--- config.mk ---
export PLATFORM = sky130hd
export DESIGN_NAME = dec_scan_n
export DESIGN_NICKNAME = d
export VERILOG_FILES = /design/src/rtl/dec_pkg.sv /design/src/rtl/dec_scan_n_tick_gen.sv /design/src/rtl/dec_scan_n.sv
export SDC_FILE = /design/constraint.sdc
export NUM_CORES = 1
export LEC_CHECK = 0
export ABC_CLOCK_PERIOD_IN_PS = 1730
export BUFFER_PORTS_ARGS = -buffer_cell sky130_fd_sc_hd__clkbuf_2
export CORE_ASPECT_RATIO = 1.4
export CORE_MARGIN = 10
export CORE_UTILIZATION = 44
export DETAILED_ROUTE_END_ITERATION = 6
export GPL_ROUTABILITY_DRIVEN = 0
export PLACE_DENSITY = 0.72
export SLEW_MARGIN = 5
export SYNTH_ARGS = -nofsm -noshare
export SYNTH_HDL_FRONTEND = slang
export SYNTH_SLANG_ARGS = --single-unit
export TNS_END_PERCENT = 10
--- constraint.sdc ---
create_clock -name clk -period 1.73 [get_ports clk]
set_input_delay 0.0865 -clock clk [delete_from_list [all_inputs] [get_ports clk]]
set_output_delay 0.0865 -clock clk [all_outputs]
set_load 0.05 [all_outputs]
--- src/rtl/dec_pkg.sv ---
// Shared definitions for the dec_scan_n decoder: mode encodings, FSM state type
// and the one-hot helper used for the output decode.
package dec_pkg;

    localparam int MAX_ADDR_W = 6;
    localparam int MAX_OUT_W  = 64;

    localparam logic MODE_DIRECT = 1'b0;
    localparam logic MODE_SCAN   = 1'b1;

    typedef enum logic [1:0] {
        IDLE   = 2'd0,
        DIRECT = 2'd1,
        SCAN   = 2'd2
    } dec_state_t;

    // Active-high one-hot of idx; an index at or beyond width yields all zeros.
    function automatic logic [MAX_OUT_W-1:0] onehot(input logic [MAX_ADDR_W-1:0] idx,
                                                    input int width);
        logic [MAX_OUT_W-1:0] v;
        v = {MAX_OUT_W{1'b0}};
        if (int'(idx) < width) begin
            v[idx] = 1'b1;
        end else begin
            v = {MAX_OUT_W{1'b0}};
        end
        return v;
    endfunction

endpackage

--- src/rtl/dec_scan_n_tick_gen.sv ---
// Free-running prescaler: counts 0..PRESCALE-1 while enabled and flags the
// terminal count; CLR restarts the count from 0.
module tick_gen #(
    parameter int PRESCALE = 16
) (
    input  logic clk,
    input  logic rst_n,
    input  logic clr,
    input  logic en,
    output logic tick
);

    localparam int CNT_W = (PRESCALE > 1) ? $clog2(PRESCALE) : 1;
    localparam logic [CNT_W-1:0] LAST_CNT = CNT_W'(PRESCALE - 1);

    logic [CNT_W-1:0] cnt_r;

    // Prescale counter; holds whenever the enable is low.
    always_ff @(posedge clk) begin
        if (!rst_n) begin
            cnt_r <= {CNT_W{1'b0}};
        end else if (clr) begin
            cnt_r <= {CNT_W{1'b0}};
        end else if (en) begin
            cnt_r <= (cnt_r == LAST_CNT) ? {CNT_W{1'b0}} : cnt_r + CNT_W'(1);
        end else begin
            cnt_r <= cnt_r;
        end
    end

    assign tick = en && !clr && (cnt_r == LAST_CNT);

endmodule

--- src/rtl/dec_scan_n.sv ---
// Registered N-to-2^N one-hot decoder with DIRECT (latched address) and SCAN
// (prescaled auto-step) modes. Define DEC_SCAN_BLANK_EN for a blanking cycle per scan step.
module dec_scan_n #(
    parameter int ADDR_W     = 4,
    parameter int OUT_W      = 16,
    parameter int PRESCALE   = 16,
    parameter int ACTIVE_LOW = 0
) (
    input  logic              clk,
    input  logic              rst_n,
    input  logic              en,
    input  logic              mode,
    input  logic              load,
    input  logic [ADDR_W-1:0] addr,
    output logic [OUT_W-1:0]  dec,
    output logic [ADDR_W-1:0] cur_addr,
    output logic              step,
    output logic              wrap,
    output logic              err
);

    import dec_pkg::*;

    localparam logic [OUT_W-1:0]  INACTIVE = (ACTIVE_LOW != 0) ? {OUT_W{1'b1}} : {OUT_W{1'b0}};
    localparam logic [ADDR_W-1:0] LAST_IDX = ADDR_W'(OUT_W - 1);
    localparam logic [ADDR_W:0]   OUT_LIM  = (ADDR_W + 1)'(OUT_W);

    dec_state_t            state_r;
    dec_state_t            state_nxt_s;
    logic [ADDR_W-1:0]     cur_addr_r;
    logic [ADDR_W-1:0]     cur_nxt_s;
    logic [OUT_W-1:0]      dec_r;
    logic [OUT_W-1:0]      dec_nxt_s;
    logic                  step_r;
    logic                  wrap_r;
    logic                  err_r;
    logic                  step_nxt_s;
    logic                  wrap_nxt_s;
    logic                  err_nxt_s;
    logic                  run_s;
    logic                  clr_s;
    logic                  tick_s;
    logic                  adv_s;
    logic                  blank_s;
    logic                  load_s;
    logic                  in_range_s;
    logic [MAX_ADDR_W-1:0] idx_ext_s;
    logic [MAX_OUT_W-1:0]  hot_s;
    logic                  unused_hot_s;

    // The prescaler runs only while already scanning; entering SCAN restarts it.
    assign run_s = en && (mode == MODE_SCAN) && (state_r == SCAN);
    assign clr_s = en && (mode == MODE_SCAN) && (state_r != SCAN);

    tick_gen #(
        .PRESCALE (PRESCALE)
    ) u_tick (
        .clk   (clk),
        .rst_n (rst_n),
        .clr   (clr_s),
        .en    (run_s),
        .tick  (tick_s)
    );

`ifdef DEC_SCAN_BLANK_EN
    logic pend_r;

    // The terminal count blanks the outputs; the advance lands one cycle later.
    always_ff @(posedge clk) begin
        if (!rst_n) begin
            pend_r <= 1'b0;
        end else begin
            pend_r <= tick_s;
        end
    end

    assign adv_s   = pend_r && run_s;
    assign blank_s = tick_s;
`else
    assign adv_s   = tick_s;
    assign blank_s = 1'b0;
`endif

    // Next-state logic: EN gates everything, otherwise MODE picks the state.
    always_comb begin
        state_nxt_s = state_r;
        case (state_r)
            IDLE, DIRECT, SCAN: begin
                if (!en) begin
                    state_nxt_s = IDLE;
                end else if (mode == MODE_SCAN) begin
                    state_nxt_s = SCAN;
                end else begin
                    state_nxt_s = DIRECT;
                end
            end
            default: state_nxt_s = IDLE;
        endcase
    end

    // Index, flag and decode computation for the next output registers.
    always_comb begin
        load_s     = en && (mode == MODE_DIRECT) && load;
        in_range_s = ({1'b0, addr} < OUT_LIM);
        cur_nxt_s  = cur_addr_r;
        step_nxt_s = 1'b0;
        wrap_nxt_s = 1'b0;
        err_nxt_s  = err_r;
        if (load_s && in_range_s) begin
            cur_nxt_s = addr;
        end else if (adv_s) begin
            cur_nxt_s  = (cur_addr_r == LAST_IDX) ? {ADDR_W{1'b0}} : cur_addr_r + ADDR_W'(1);
            step_nxt_s = 1'b1;
            wrap_nxt_s = (cur_addr_r == LAST_IDX);
        end else begin
            cur_nxt_s = cur_addr_r;
        end
        if (load_s && !in_range_s) begin
            err_nxt_s = 1'b1;
        end else begin
            err_nxt_s = err_r;
        end
        idx_ext_s                = {MAX_ADDR_W{1'b0}};
        idx_ext_s[ADDR_W-1:0]    = cur_nxt_s;
        hot_s                    = onehot(idx_ext_s, OUT_W);
        unused_hot_s             = ^hot_s;
        if ((state_nxt_s == IDLE) || blank_s) begin
            dec_nxt_s = INACTIVE;
        end else if (ACTIVE_LOW != 0) begin
            dec_nxt_s = ~hot_s[OUT_W-1:0];
        end else begin
            dec_nxt_s = hot_s[OUT_W-1:0];
        end
    end

    // State and output registers.
    always_ff @(posedge clk) begin
        if (!rst_n) begin
            state_r    <= IDLE;
            cur_addr_r <= {ADDR_W{1'b0}};
            dec_r      <= INACTIVE;
            step_r     <= 1'b0;
            wrap_r     <= 1'b0;
            err_r      <= 1'b0;
        end else begin
            state_r    <= state_nxt_s;
            cur_addr_r <= cur_nxt_s;
            dec_r      <= dec_nxt_s;
            step_r     <= step_nxt_s;
            wrap_r     <= wrap_nxt_s;
            err_r      <= err_nxt_s;
        end
    end

    assign dec      = dec_r;
    assign cur_addr = cur_addr_r;
    assign step     = step_r;
    assign wrap     = wrap_r;
    assign err      = err_r;

endmodule
# [Yosys cells after proc, flatten, opt, wreduce, memory -nomap -nowiden]
# Index checks and enable logic that the tools add are counted.
[word_totals] ff_bits=28 latchBits=0 ram_bits=0 mem_bits_ro=0 output_inout_bits=23 wordCells=44 memories=0
[op_classes] n_addsub=2 mul=0 div=0 magnitude_cmp=2 eq_ne=5 shifts=0 muxes=10 bitwise=3 n_reduce_logical=16
[op_table] op="$mux W4" count=4
[op_table] op="$add A4 B1 Y4 const B" count=2
[op_table] op="$eq A4 B4 Y1 const B" count=2
[op_table] op="$logic_and A1 B1 Y1" count=8
[op_table] op="$lt A4 B7 Y1 const B" count=1
[op_table] op="$mux W2" count=3
[op_table] op="$reduce_or A2 Y1" count=3
[op_table] op="$reduce_or A3 Y1" count=2
[op_table] op="$demux W1 S4" count=1
[op_table] op="$ge A4 B1 Y1 const B" count=1
[op_table] op="$logic_not A2 Y1" count=2
[op_table] op="$not A1 Y1" count=3
[op_table] op="$eq A2 B1 Y1 const B" count=1
[op_table] op="$eq A2 B2 Y1 const B" count=1
[op_table] op="$mux W1" count=2
[op_table] op="$ne A2 B2 Y1 const B" count=1
[op_table] op="$logic_not A1 Y1" count=1

# [Depth between registers and ports, before layout]
# Gate-level depths: netlist (run 1).
[logic_depth] depth_word=11 depth_mapped=7 mapped_depth_nobuf=6

# [Modules after synthesis]
# A second synthesis (run 1) with hierarchy kept.
[hier_totals] cells_unflattened=121 hier_area_um2=1248.7
[modules_own_cells] module="dec_scan_n" instances=1 cells_per_inst=102 area_each_um2=1069.8 seq_area_each_um2=480.5
[modules_own_cells] module="tick_gen" instances=1 cells_per_inst=19 area_each_um2=178.9 seq_area_each_um2=80.1

# [Worst setup path before layout (run 1)]
# OpenSTA, ideal clock, no wires.
[synth_timing] path_type="register to register" from="register cur_addr_r[0] (netlist: cur_addr[0])" to="register dec_r[6] (netlist: dec[6])" setup_ns=0.092 arrival_ns=1.722 required_time_ns=1.638 path_slack_ns=-0.084 stages_incl_launch_ff=7 synth_period_minus_slack_ns=1.814 cell_sequence="dfxtp_1 -> ha_1 -> and3_1 -> a21oi_1 -> and2_1 -> buf_6 -> nor4_1"
[synth_via] elab_chain_len=8
[synth_lines] element="start: declaration" line="dec_scan_n.sv:30" rtl="logic [ADDR_W-1:0] cur_addr_r;"
[synth_lines] element="start signal: assignment" line="dec_scan_n.sv:140" rtl="cur_addr_r <= {ADDR_W{1'b0}};"
[synth_lines] element="start signal: assignment" line="dec_scan_n.sv:147" rtl="cur_addr_r <= cur_nxt_s;"
[synth_lines] element="$add A4 B1 Y4 / $eq A4 B4 Y1 (equally long branches)" line="dec_scan_n.sv:112" rtl="cur_nxt_s = (cur_addr_r == LAST_IDX) ? {ADDR_W{1'b0}} : cur_addr_r + ADDR_W'(1);"
[synth_lines] element="$mux W4" line="dec_scan_n.sv:112"
[synth_lines] element="$mux W4 (*)" line="dec_scan_n.sv:111" rtl="end else if (adv_s) begin"
[synth_lines] element="$mux W4 (*)" line="dec_scan_n.sv:109" rtl="if (load_s && in_range_s) begin"
[synth_lines] element="$lt A4 B7 Y1 (not written as such) / $ge A4 B1 Y1 (equally long branches)" line="dec_pkg.sv:23" rtl="v[idx] = 1'b1;"
[synth_lines] element="$logic_and A1 B1 Y1 (not written as such)" line="dec_pkg.sv:23"
[synth_lines] element="$mux W1 (not written as such)" line="dec_pkg.sv:23"
[synth_lines] element="$demux W1 S4 (*)" line="dec_pkg.sv:23"
[synth_lines] element="end signal: assignment" line="dec_scan_n.sv:148" rtl="dec_r <= dec_nxt_s;"
[synth_lines] element="end: declaration" line="dec_scan_n.sv:32" rtl="logic [OUT_W-1:0] dec_r;"
# Mark *: on every way between the ends. The rest lies on a longest branch, timed or not.
# A chain may end at the register's enable or synchronous reset.

# [Final worst setup path (run 1)]
[layout_timing] from="register u_tick.cnt_r[0]" to="register dec_r[12] (netlist: dec[12])"
[layout_via] elab_chain_len=8
[layout_lines] element="start: declaration" line="dec_scan_n_tick_gen.sv:16" rtl="logic [CNT_W-1:0] cnt_r;"
[layout_lines] element="start signal: assignment" line="dec_scan_n_tick_gen.sv:21" rtl="cnt_r <= {CNT_W{1'b0}};"
[layout_lines] element="start signal: assignment" line="dec_scan_n_tick_gen.sv:23" rtl="cnt_r <= {CNT_W{1'b0}};"
[layout_lines] element="start signal: assignment" line="dec_scan_n_tick_gen.sv:25" rtl="cnt_r <= (cnt_r == LAST_CNT) ? {CNT_W{1'b0}} : cnt_r + CNT_W'(1);"
[layout_lines] element="$eq A4 B4 Y1 (*)" line="dec_scan_n_tick_gen.sv:31" rtl="assign tick = en && !clr && (cnt_r == LAST_CNT);"
[layout_lines] element="$logic_and A1 B1 Y1 (*)" line="dec_scan_n_tick_gen.sv:31"
[layout_lines] element="$mux W4 (*)" line="dec_scan_n.sv:111"
[layout_lines] element="$mux W4 (*)" line="dec_scan_n.sv:109"
[layout_lines] element="$lt A4 B7 Y1 (not written as such) / $ge A4 B1 Y1 (equally long branches)" line="dec_pkg.sv:23"
[layout_lines] element="$logic_and A1 B1 Y1 (not written as such)" line="dec_pkg.sv:23"
[layout_lines] element="$mux W1 (not written as such)" line="dec_pkg.sv:23"
[layout_lines] element="$demux W1 S4 (*)" line="dec_pkg.sv:23"
# Marks and branches as above.

==> results of run 1 <==
## cells by family (layout without fill, tap and decap cells)
family	after synthesis	in the layout
fa+ha+maj	2	2
simple gates	58	58
mux	3	4
compound gates	10	10
flops	28	28
buf+inv	5	46
xor+xnor	3	3
other cells	1	1
## final cells by class
type                       count  area share [%]
tap                           34           2.735
sequential                    28           36.61
clock buffer                   3           1.448
multi-input combinational     78           41.67
clock inverter                 1           1.931
timing repair buffer          41           15.37
inverter                       1          0.2414
## power groups by stage
stage | Clock [W] | Combinational [W] | Sequential, W
after CTS | 0.000428 | 0.000133 | 0.000664
after detailed placement | 0 | 0.000124 | 0.000678
final | 0.000421 | 0.000152 | 0.000666
after floorplan | 0 | 0.0000609 | 0.000706
after global placement | 0 | 0.000121 | 0.000678
after global routing | 0.000461 | 0.000163 | 0.000668
## per-layer routing
metal	up-vias	part of all wire [%]	GRT usage, %
li1	479	-	-
met1	484	36	11.40
met2	27	55	20.06
met3	4	7.2	3.185
met4	0	1.0	4.036
met5	-	0	0
## registers in the layout, indices dropped and copies added, names as in the netlist
register / cells
cur_addr: 4
dec: 16
state_r: 2
step: 1
u_tick.cnt_r: 4
wrap: 1
## metrics by stage
stage               hold slack (ns)  power [W]  setup WS, ns
finish                      0.05373   0.001239     -0.002287
global route                0.03355   0.001291      -0.09281
detailed placement           0.3411  0.0008018      -0.08268
CTS                         0.03963   0.001225      0.001615
global placement             0.3343  0.0007985      0.007524
floorplan                    0.1589  0.0007665       0.01633
## worst register-to-register path, stage by stage, from the launching register on
cell,delay (ns)
sky130_fd_sc_hd__dfxtp_2,0.38
sky130_fd_sc_hd__ha_4,0.16
sky130_fd_sc_hd__nand3_4,0.11
sky130_fd_sc_hd__or4_4,0.52
sky130_fd_sc_hd__nand3_4,0.12
sky130_fd_sc_hd__nand3b_1,0.20
sky130_fd_sc_hd__nor3_1,0.18
## timing repair
action,CTS,global route
buffers inserted,0,1
pin swaps,0,2
gates cloned,0,1
endpoints found under the hold margin,1,0
endpoints found under the setup margin,15,17
resized for setup,12,21
hold buffers,1,0
## worst max-delay path by stage
| stage | startpoint | end | slack (ns) | cells after the start |
|---|---|---|---|---|
| final | u_tick.cnt_r[0]$_SDFFE_PP0P_ | dec[12]$_SDFF_PP0_ | -0.002 | 6 |
| after global placement | u_tick.cnt_r[0]$_SDFFE_PP0P_ | dec[4]$_SDFF_PP0_ | 0.008 | 6 |
| after CTS | u_tick.cnt_r[1]$_SDFFE_PP0P_ | dec[10]$_SDFF_PP0_ | 0.002 | 6 |
| after floorplan | u_tick.cnt_r[0]$_SDFFE_PP0P_ | dec[4]$_SDFF_PP0_ | 0.02 | 7 |
| after detailed placement | u_tick.cnt_r[0]$_SDFFE_PP0P_ | dec[7]$_SDFF_PP0_ | -0.08 | 6 |
| after global routing | u_tick.cnt_r[0]$_SDFFE_PP0P_ | dec[0]$_SDFF_PP0_ | -0.09 | 6 |
## cell usage after synthesis (all sizes together), types with 2 or more instances
master  number
and2         5
nand3        6
o21ai        2
nor2         7
mux2i        2
ha           2
a21oi        5
buf          4
and3         4
nor4         8
nand4        2
nand2        7
nand4b       3
nand3b       2
nor3         9
dfxtp       28
xnor2        2
## placed cells by master, fill, tap and decap left out, drive strengths merged, types with 2 or more instances in the layout
master,netlist,layout
mux2,1,2
nor3,9,9
nor4,8,8
clkbuf,0,33
nand2,7,7
dfxtp,28,28
nor2,7,7
xnor2,2,2
nand3,6,6
buf,4,10
nand4,2,2
and3,4,4
nand4b,3,3
o21ai,2,2
and2,5,5
nand3b,2,2
a21oi,5,5
mux2i,2,2
ha,2,2
==> results_dict.tcl, run 1 <==
set metrics [dict create \
    synthTopCellsByArea "sky130_fd_sc_hd__dfxtp_1 (52%), sky130_fd_sc_hd__nor4_1 (4.6%), sky130_fd_sc_hd__nor3_1 (4.1%)" \
    path_common_cell "sky130_fd_sc_hd__nand3_4" \
    fp.dieH_um 78.79 \
    detail_route.drc_violations 0 \
    fin_crit_share_pct 100.1 \
    clk_root_buffer_cell "sky130_fd_sc_hd__clkbuf_4" \
    synth.ff_latch_count 28 \
    yosysUniqueCellTypes 35 \
    timing.rr.start "u_tick.cnt_r[0]$_SDFFE_PP0P_" \
    unrepaired_setup_endpoints_after_global_routing "true" \
    critical_path.endpoint_type "register" \
    core_area_mm2 0.002391 \
    dpl.hpwl_um 1967 \
    synth_fa_ha_area_share_pct 2.304 \
    io_buffer_count 30 \
    standard_cell_area_after_detailed_placement_mm2 0.001319 \
    floorplan.die_area_mm2 0.004884 \
    synthFlopType "sky130_fd_sc_hd__dfxtp_1" \
    part_of_the_yosys_area_used_for_sequential_elements_pct 51.61 \
    power_density_mw_per_mm2 796.8 \
    min-delay-start "mode" \
    run_status "finished, violations left" \
    synthSimpleGateAreaFrac_pct 31.57 \
    crit_path_max_fanout 4 \
    overflow_after_grt 0 \
    timing.critical_path.slowest_cell_delay_ns 0.52 \
    number_of_cells_produced_by_synthesis 110 \
    initial_core_utilization_pct 45.42 \
    r2r_setup_slack_ns -0.002 \
    clk_transition_reported_paths_ns 0.14 \
    wl_per_cell_um 15.26 \
    timing.setup.tns_ns -0.002287 \
    detail_route.wirelength_um 2839 \
    netlist_area_mm2 0.001086 \
    worst_hold_path.endpoint "state_r[1]$_SDFF_PN0_" \
    die-width_um 61.99 \
    num_vias 994 \
    post_layout_nonfiller_instances 186 \
    crit_path_cell_trace "ha_4 -> nand3_4 -> or4_4 -> nand3_4 -> nand3b_1 -> nor3_1" \
    critical_path_s_slowest_cell "sky130_fd_sc_hd__or4_4" \
    power.share.switching_pct 24.01 \
    worst_hold_path_type "in -> reg" \
    clock_tree.htree_level_count 1 \
    report.final.slew_viol_count 0 \
    synth_xor_xnor_area_share_pct 2.419 \
    power.share.combinational_pct 12.3 \
    grt_max_degree 17 \
    syn_nets 121 \
    synth-compound-area-share_pct 5.645 \
    crit_path_start_kind "register" \
    final_instance_area_mm2 0.001555 \
    numCtsBuffers 3 \
    multiInputGateArea_um2 648.1 \
    cts_buffer_depth 2 \
    post_route_cells_drive_above_1_share_pct 50.66 \
    violations "negative setup slack" \
    hold_viol 0 \
    critical_path.top_delay_family "simple AND/OR/NAND/NOR gates" \
    total_leakage_power_nw 0.6645 \
    area_growth_pct 43.20 \
    critical_path_arrival_ns 1.99 \
    final_core_utilization_pct 65.04 \
    reg_area_um2 569.3 \
    drv_cap 0 \
    cts.sinks 28 \
    tightest_slew_ns 0.4713 \
    slew_headroom_pct 67.96 \
    cts_tree "done" \
    ant_nets 0 \
    number_of_search_and_repair_iterations_in_the_first_detailed_routing_pass 4 \
    worst_path_buf_inv 0 \
    clock.fmax_mhz 577.3 \
    final-setup-viol-count 1 \
    vdd.ir_drop.worst_mv 0.4633 \
    final_critical_path_setup_slack_ns -0.002287 \
    synth-edff-count 0 \
    synth_top_area_share_pct 51.61 \
    critical_path_required_ns 1.99 \
    1st_iter_drt_viols 30 \
    synthArstFlopShare_pct 0 \
    synth.avg_cell_area_um2 9.873 \
    synth_mux_area_share_pct 2.880 \
    grt_first_pass_wirelength_um 4291 \
    initial_antenna_violation_count 0 \
    final.fill_count 212 \
    floorplan.rows 21 \
    hold_path_depth 3 \
    finalNetCount 164 \
    power_share_of_the_clock_group_pct 34.0 \
    power.share.sequential_pct 53.8 \
    grt_pass1_vias 978 \
    grt_usage_pct 11.09 \
    final.setup_skew_ns 0.002395 \
    power.internal_w 0.0009417 \
    r2r-end "dec[12]$_SDFF_PP0_" \
    synth_top_family_by_area "simple AND/OR/NAND/NOR gates" \
    synth_area_leader_cell "sky130_fd_sc_hd__dfxtp_1" \
    r2r_cell_count 6 \
    route.detailed.vias_per_inst 5.344 \
    post-place-cells 179 \
    setup.worst_path.class "reg -> reg" \
    source_to_sink_clock_delay_at_the_later_pin_of_the_worst_skew_pair_ns 0.33 \
    final.min_clock_period_ns 1.732 \
    insertedDiodeCount 0 \
    synthesis.yosys.warnings 0 \
    p_switching_w 0.0002975 \
    floorplan.io_pins 32 \
]
No activity file was read; power rests on OpenSTA's default activity.
==> inputs of run 2 (changes only) <==
--- a/config.mk
+++ b/config.mk
@@ -5,14 +5,15 @@
 export SDC_FILE = /design/constraint.sdc
 export NUM_CORES = 1
 export LEC_CHECK = 0
+export ABC_AREA = 1
 export ABC_CLOCK_PERIOD_IN_PS = 1730
 export BUFFER_PORTS_ARGS = -buffer_cell sky130_fd_sc_hd__clkbuf_2
 export CORE_ASPECT_RATIO = 1.4
 export CORE_MARGIN = 10
-export CORE_UTILIZATION = 44
+export CORE_UTILIZATION = 45
 export DETAILED_ROUTE_END_ITERATION = 6
 export GPL_ROUTABILITY_DRIVEN = 0
-export PLACE_DENSITY = 0.72
+export PLACE_DENSITY = 0.73
 export SLEW_MARGIN = 5
 export SYNTH_ARGS = -nofsm -noshare
 export SYNTH_HDL_FRONTEND = slang
==> run 2 against run 1 <==
Net effect:
- the run now ends clean
- design area shrank 8.3%
- global-route usage shrank 0.15 points
- power shrank 1.6%
- via count grew 4.8%
- sequential cell count is the same
- die area grew 4.4%
- first-iteration DRC count shrank 30%
- count of clock-buffer cells in the layout is the same
- cell count grew 17%
- critical endpoint is now dec[10]$_SDFF_PP0_
- highest routed layer unchanged
==> results_dict.tcl, run 2 <==
set metrics [dict create \
    number_of_cells_produced_by_synthesis 149 \
    post_route_cells_drive_above_1_share_pct 32.79 \
    yosys.cell_count.top_type "sky130_fd_sc_hd__dfxtp_1" \
    final.min_clock_period_ns 1.602 \
    synthSimpleGateAreaFrac_pct 39.02 \
    floorplan.io_pins 32 \
    synth_area_leader_cell "sky130_fd_sc_hd__dfxtp_1" \
    finalNetCount 195 \
    floorplan.die_area_mm2 0.005099 \
    setup.worst_path.class "reg -> reg" \
    syn_nets 160 \
    number_of_search_and_repair_iterations_in_the_first_detailed_routing_pass 5 \
    final_critical_path_setup_slack_ns 0.1278 \
    source_to_sink_clock_delay_at_the_later_pin_of_the_worst_skew_pair_ns 0.33 \
    clock.fmax_mhz 624.2 \
    fp.dieH_um 80.59 \
    num_vias 1042 \
    critical_path_required_ns 2.01 \
    synth-compound-area-share_pct 3.712 \
    floorplan.rows 21 \
    grt_first_pass_wirelength_um 4560 \
    synth_fa_ha_area_share_pct 2.121 \
    initial_antenna_violation_count 0 \
    netlist_area_mm2 0.001180 \
    cts.sinks 28 \
    dpl.hpwl_um 2151 \
    synthesis.yosys.warnings 0 \
    synthFlopType "sky130_fd_sc_hd__dfxtp_1" \
    run_status "finished clean" \
    vdd.ir_drop.worst_mv 0.5350 \
    grt_usage_pct 10.95 \
    slew_headroom_pct 65.70 \
    core_area_mm2 0.002444 \
    worst_hold_path_type "in -> reg" \
    synth.avg_cell_area_um2 7.919 \
    critical_path.endpoint_type "register" \
    synth_top_cells_by_count "sky130_fd_sc_hd__dfxtp_1 (28), sky130_fd_sc_hd__nand2_1 (27), sky130_fd_sc_hd__nor2_1 (25)" \
    initial_core_utilization_pct 48.28 \
    cts_buffer_depth 2 \
    drv_cap 0 \
    yosysUniqueCellTypes 24 \
    clk_transition_reported_paths_ns 0.15 \
    tightest_slew_ns 0.5091 \
    report.final.slew_viol_count 0 \
    insertedDiodeCount 0 \
    crit_path_max_fanout 6 \
    unrepaired_setup_endpoints_after_global_routing "false" \
    die-width_um 63.28 \
    cts_tree "done" \
    timing.setup.tns_ns 0 \
    synthTopCellsByArea "sky130_fd_sc_hd__dfxtp_1 (48%), sky130_fd_sc_hd__nand2_1 (8.6%), sky130_fd_sc_hd__nor2_1 (8.0%)" \
    total_leakage_power_nw 0.6846 \
    hold_viol 0 \
    detail_route.wirelength_um 2670 \
    clock_tree.htree_level_count 1 \
    io_buffer_count 30 \
    final_instance_area_mm2 0.001426 \
    final.setup_skew_ns 0.004975 \
    ant_nets 0 \
    crit_path_start_kind "register" \
    synth_xor_xnor_area_share_pct 0 \
    synth.ff_latch_count 28 \
    synth_top_family_by_area "simple AND/OR/NAND/NOR gates" \
    synth-edff-count 0 \
    layout_commonest_cell "sky130_fd_sc_hd__clkbuf_2" \
    part_of_the_yosys_area_used_for_sequential_elements_pct 47.51 \
    grt_max_degree 17 \
    final-setup-viol-count 0 \
    overflow_after_grt 0 \
    wl_per_cell_um 12.30 \
    standard_cell_area_after_detailed_placement_mm2 0.001361 \
    fin_crit_share_pct 92.61 \
    clk_root_buffer_cell "sky130_fd_sc_hd__clkbuf_4" \
    post-cts-setup-buffers 0 \
    largest_reg_flops 16 \
    route.detailed.vias_per_inst 4.802 \
    detail_route.drc_violations 0 \
    1st_iter_drt_viols 21 \
    power_density_mw_per_mm2 854.6 \
    synth_top_area_share_pct 47.51 \
    area_growth_pct 20.89 \
    numCtsBuffers 3 \
    critical_path_arrival_ns 1.88 \
    synthArstFlopShare_pct 0 \
    synth_mux_area_share_pct 0 \
    grt_pass1_vias 1076 \
    most_used_cells_in_the_layout_excluding_fill_and_tap_cells "sky130_fd_sc_hd__clkbuf_2 (30), sky130_fd_sc_hd__nand2_1 (27), sky130_fd_sc_hd__dfxtp_1 (26)" \
    pre_cts_setup_slack_ns 0.1727 \
]
run 2: final timing paths:
kind	from	endpoint	slack [ns]	cells past startpoint
hold / removal	rst_n	state_r[0]$_SDFF_PN0_	0.05	3
setup / recovery	u_tick.cnt_r[1]$_SDFFE_PP0P_	dec[10]$_SDFF_PP0_	0.13	9
setup reg to reg	u_tick.cnt_r[1]$_SDFFE_PP0P_	dec[10]$_SDFF_PP0_	0.13	9
hold reg to reg	u_tick.cnt_r[0]$_SDFFE_PP0P_	u_tick.cnt_r[0]$_SDFFE_PP0P_	0.49	2
run 2: through the flow:
step / utilization (%) / cells / power [W] / hold WS [ns]
6_report: 58.37 / 217 / 0.001219 / 0.05193
5_1_grt: 58.37 / 217 / 0.001269 / 0.05543
4_1_cts: 58.27 / 217 / 0.001223 / 0.04737
3_5_place_dp: 55.71 / 212 / 0.0008021 / 0.2970
3_3_place_gp: 55.71 / 212 / 0.0008001 / 0.2941
2_1_floorplan: - / 149 / 0.0007685 / 0.1589
run 2: repair_timing:
item	in CTS	in global routing
setup endpoints to repair	0	4
hold buffers	1	0
hold endpoints to repair	1	0
gates resized for setup	0	2
run 2: cell type report:
type                    instances  area (um^2)
well taps                      34        42.54
clock inverters                 1        30.03
flip-flops and latches         28        563.0
fillers                       232         1017
clock buffers                   3        22.52
repair buffers                 32        167.7
multi-input cells             101        533.0
inverters                      18        67.56
run 2: cell families after synthesis:
kind of cell | count (synthesis)
other cells | 1
compound gates | 8
buf+inv | 20
flops | 28
fa+ha+maj | 2
simple gates | 90
run 2: power by group:
group          leakage (nW)  switching [W]  internal (W)  total [W]
Clock                0.0279       0.000194      0.000234   0.000429
Combinational         0.429      0.0000936     0.0000352   0.000129
Sequential            0.227     0.00000660      0.000655   0.000662
Total                 0.685       0.000294      0.000925    0.00122
run 2: per-layer routing:
| layer | vias up | wire length [um] | global-route usage, % |
|---|---|---|---|
| li1 | 535 | - | - |
| met1 | 467 | 949 | 9.330 |
| met2 | 33 | 1402 | 21.08 |
| met3 | 7 | 236 | 4.306 |
| met4 | 0 | 82 | 6.360 |
| met5 | - | 0 | 0 |
run 2: critical path, stage by stage, from the launching register on:
cell,delay (ns)
sky130_fd_sc_hd__dfxtp_2,0.37
sky130_fd_sc_hd__ha_1,0.21
sky130_fd_sc_hd__nand3_2,0.12
sky130_fd_sc_hd__inv_2,0.13
sky130_fd_sc_hd__nand2_2,0.10
sky130_fd_sc_hd__nand2_1,0.09
sky130_fd_sc_hd__nand3_1,0.08
sky130_fd_sc_hd__nand2_1,0.13
sky130_fd_sc_hd__nand4_1,0.16
sky130_fd_sc_hd__nor2_1,0.17
==> inputs of run 3 (changes only) <==
--- a/config.mk
+++ b/config.mk
@@ -10,10 +10,9 @@
 export BUFFER_PORTS_ARGS = -buffer_cell sky130_fd_sc_hd__clkbuf_2
 export CORE_ASPECT_RATIO = 1.4
 export CORE_MARGIN = 10
-export CORE_UTILIZATION = 45
+export CORE_UTILIZATION = 37
 export DETAILED_ROUTE_END_ITERATION = 6
 export GPL_ROUTABILITY_DRIVEN = 0
-export PLACE_DENSITY = 0.73
 export SLEW_MARGIN = 5
 export SYNTH_ARGS = -nofsm -noshare
 export SYNTH_HDL_FRONTEND = slang
==> run 3 against run 2 <==
Net effect:
- setup slack better by 0.0076 ns
- utilization down 13 points
- sequential share of layout area is 0.17 points higher
- die area is 15% higher
- power fell by 7.4%
- design area decreased by 0.88%
- hold slack got worse by 0.043 ns
- critical path type unchanged
- largest power group unchanged
- highest routed layer unchanged
==> results_dict.tcl, run 3 (synthesized netlist as in run 2, its figures left out) <==
set metrics [dict create \
    clk_root_buffer_cell "sky130_fd_sc_hd__clkbuf_8" \
    grt_max_degree 15 \
    standard_cell_area_after_detailed_placement_mm2 0.001368 \
    detail_route.drc_violations 0 \
    insertedDiodeCount 0 \
    numCtsBuffers 3 \
    number_of_gates_resized_after_cts 0 \
    crit_path_max_fanout 6 \
    hold_viol 0 \
    slew_headroom_pct 67.08 \
    layout_commonest_cell "sky130_fd_sc_hd__clkbuf_2" \
    grt_first_pass_wirelength_um 4512 \
    critical_path_s_slowest_cell "sky130_fd_sc_hd__dfxtp_1" \
    critical_path_required_ns 1.93 \
    critical_path.endpoint_type "register" \
    power_density_mw_per_mm2 798.4 \
    detail_route.wirelength_um 2687 \
    final-setup-viol-count 0 \
    cts_tree "done" \
    most_used_cells_in_the_layout_excluding_fill_and_tap_cells "sky130_fd_sc_hd__clkbuf_2 (30), sky130_fd_sc_hd__dfxtp_1 (28), sky130_fd_sc_hd__nand2_1 (27)" \
    core_area_mm2 0.003093 \
    number_of_search_and_repair_iterations_in_the_first_detailed_routing_pass 4 \
    clk_transition_reported_paths_ns 0.09 \
    crit_path_cell_trace "ha_2 -> nand3_2 -> inv_4 -> nand2_2 -> nand2_1 -> nand3_1 -> nand2_1 -> nand4_1 -> nor2_1" \
    timing.critical_path.slowest_cell_delay_ns 0.37 \
    fin_worst_hold_slack_ns 0.008447 \
    floorplan.die_area_mm2 0.005880 \
    timing.setup.tns_ns 0 \
    source_to_sink_clock_delay_at_the_later_pin_of_the_worst_skew_pair_ns 0.27 \
    die-width_um 67.73 \
    clock_tree.htree_level_count 1 \
    grt_pass1_vias 1078 \
    wl_per_cell_um 12.21 \
    cts_buffer_depth 2 \
    cts.sinks 28 \
    report.final.slew_viol_count 0 \
    path_common_cell "sky130_fd_sc_hd__nand2_1" \
    overflow_after_grt 0 \
    initial_antenna_violation_count 0 \
    tightest_slew_ns 0.4887 \
    cts-hold-fix-buffers 0 \
    clock.fmax_mhz 627.1 \
    vdd.ir_drop.worst_mv 0.3345 \
    critical_path_arrival_ns 1.80 \
    worst_hold_path_type "in -> reg" \
    unrepaired_setup_endpoints_after_global_routing "false" \
    drv_cap 0 \
    route.detailed.vias_per_inst 4.632 \
    finalNetCount 194 \
    total_leakage_power_nw 0.6695 \
    final.min_clock_period_ns 1.595 \
    dpl.hpwl_um 2273 \
    setup.worst_path.class "reg -> reg" \
    io_buffer_count 30 \
    largest_reg_flops 16 \
    fp.dieH_um 86.82 \
    fin_crit_share_pct 92.17 \
    grt_usage_pct 9.620 \
    crit_path_start_kind "register" \
    post_route_cells_drive_above_1_share_pct 32.04 \
    final_instance_area_mm2 0.001414 \
    num_vias 1019 \
    run_status "finished clean" \
    initial_core_utilization_pct 38.15 \
    floorplan.rows 24 \
    ant_nets 0 \
    1st_iter_drt_viols 28 \
    floorplan.io_pins 32 \
    final.setup_skew_ns 0.003453 \
    post-cts-setup-buffers 0 \
    final.fill_count 305 \
    area_growth_pct 19.83 \
]
[run 3: cell count changes in the layout (fill, tap and decap cells not counted), sizes merged]
cell         delta
dlygate4sd3     -1
bufinv          -1
[run 3: worst paths after layout]
kind | startpoint | endpoint | slack [ns] | cells after the start
worst max-delay path | u_tick.cnt_r[0]$_SDFFE_PP0P_ | dec[8]$_SDFF_PP0_ | 0.14 | 9
worst min-delay path | mode | state_r[0]$_SDFF_PN0_ | 0.008 | 2
worst max register to register | u_tick.cnt_r[0]$_SDFFE_PP0P_ | dec[8]$_SDFF_PP0_ | 0.14 | 9
worst min register to register | u_tick.cnt_r[1]$_SDFFE_PP0P_ | u_tick.cnt_r[1]$_SDFFE_PP0P_ | 0.49 | 2
[run 3: metrics by stage]
step,utilization (%),power (W),setup WS (ns),instances
3_5_place_dp,44.22,0.0008027,0.1239,217
5_1_grt,45.71,0.001172,0.004004,220
2_1_floorplan,-,0.0007685,0.04207,149
3_3_place_gp,44.22,0.0008011,0.1532,217
6_report,45.71,0.001129,0.1354,220
4_1_cts,45.55,0.001137,0.09015,220
[run 3: report_power, final]
| part | leakage (nW) | internal [W] | switching [W] |
|---|---|---|---|
| Combinational | 0.421 | 0.0000337 | 0.0000918 |
| Sequential | 0.226 | 0.000654 | 0.00000727 |
| Clock | 0.0216 | 0.000156 | 0.000186 |
| Total | 0.669 | 0.000844 | 0.000285 |
[run 3: area by class of cell]
| cell class | count | area (um^2) | share of cell area, % |
|---|---|---|---|
| clock buffer | 3 | 41.29 | 2.920 |
| tap | 39 | 48.80 | 3.451 |
| inverter | 18 | 70.07 | 4.956 |
| sequential | 28 | 560.5 | 39.65 |
| multi-input combinational | 101 | 535.5 | 37.88 |
| timing repair buffer | 31 | 157.7 | 11.15 |
[run 3: per-layer routing]
metal	share of wire, %	global-route usage, %	wire length [um]
met1	36	8.284	959
met2	54	19.28	1442
met3	9.0	2.972	243
met4	1.5	3.371	41
met5	0	0	0
[run 3: worst max-delay path, delay by kind of cell, from the launching register on]
| kind | cells | cell delay (ns) |
|---|---|---|
| AND/OR/NAND/NOR | 7 | 0.84 |
| flip-flops | 1 | 0.37 |
| buffers and inverters | 1 | 0.11 |
| adder cells (fa/ha/maj) | 1 | 0.22 |
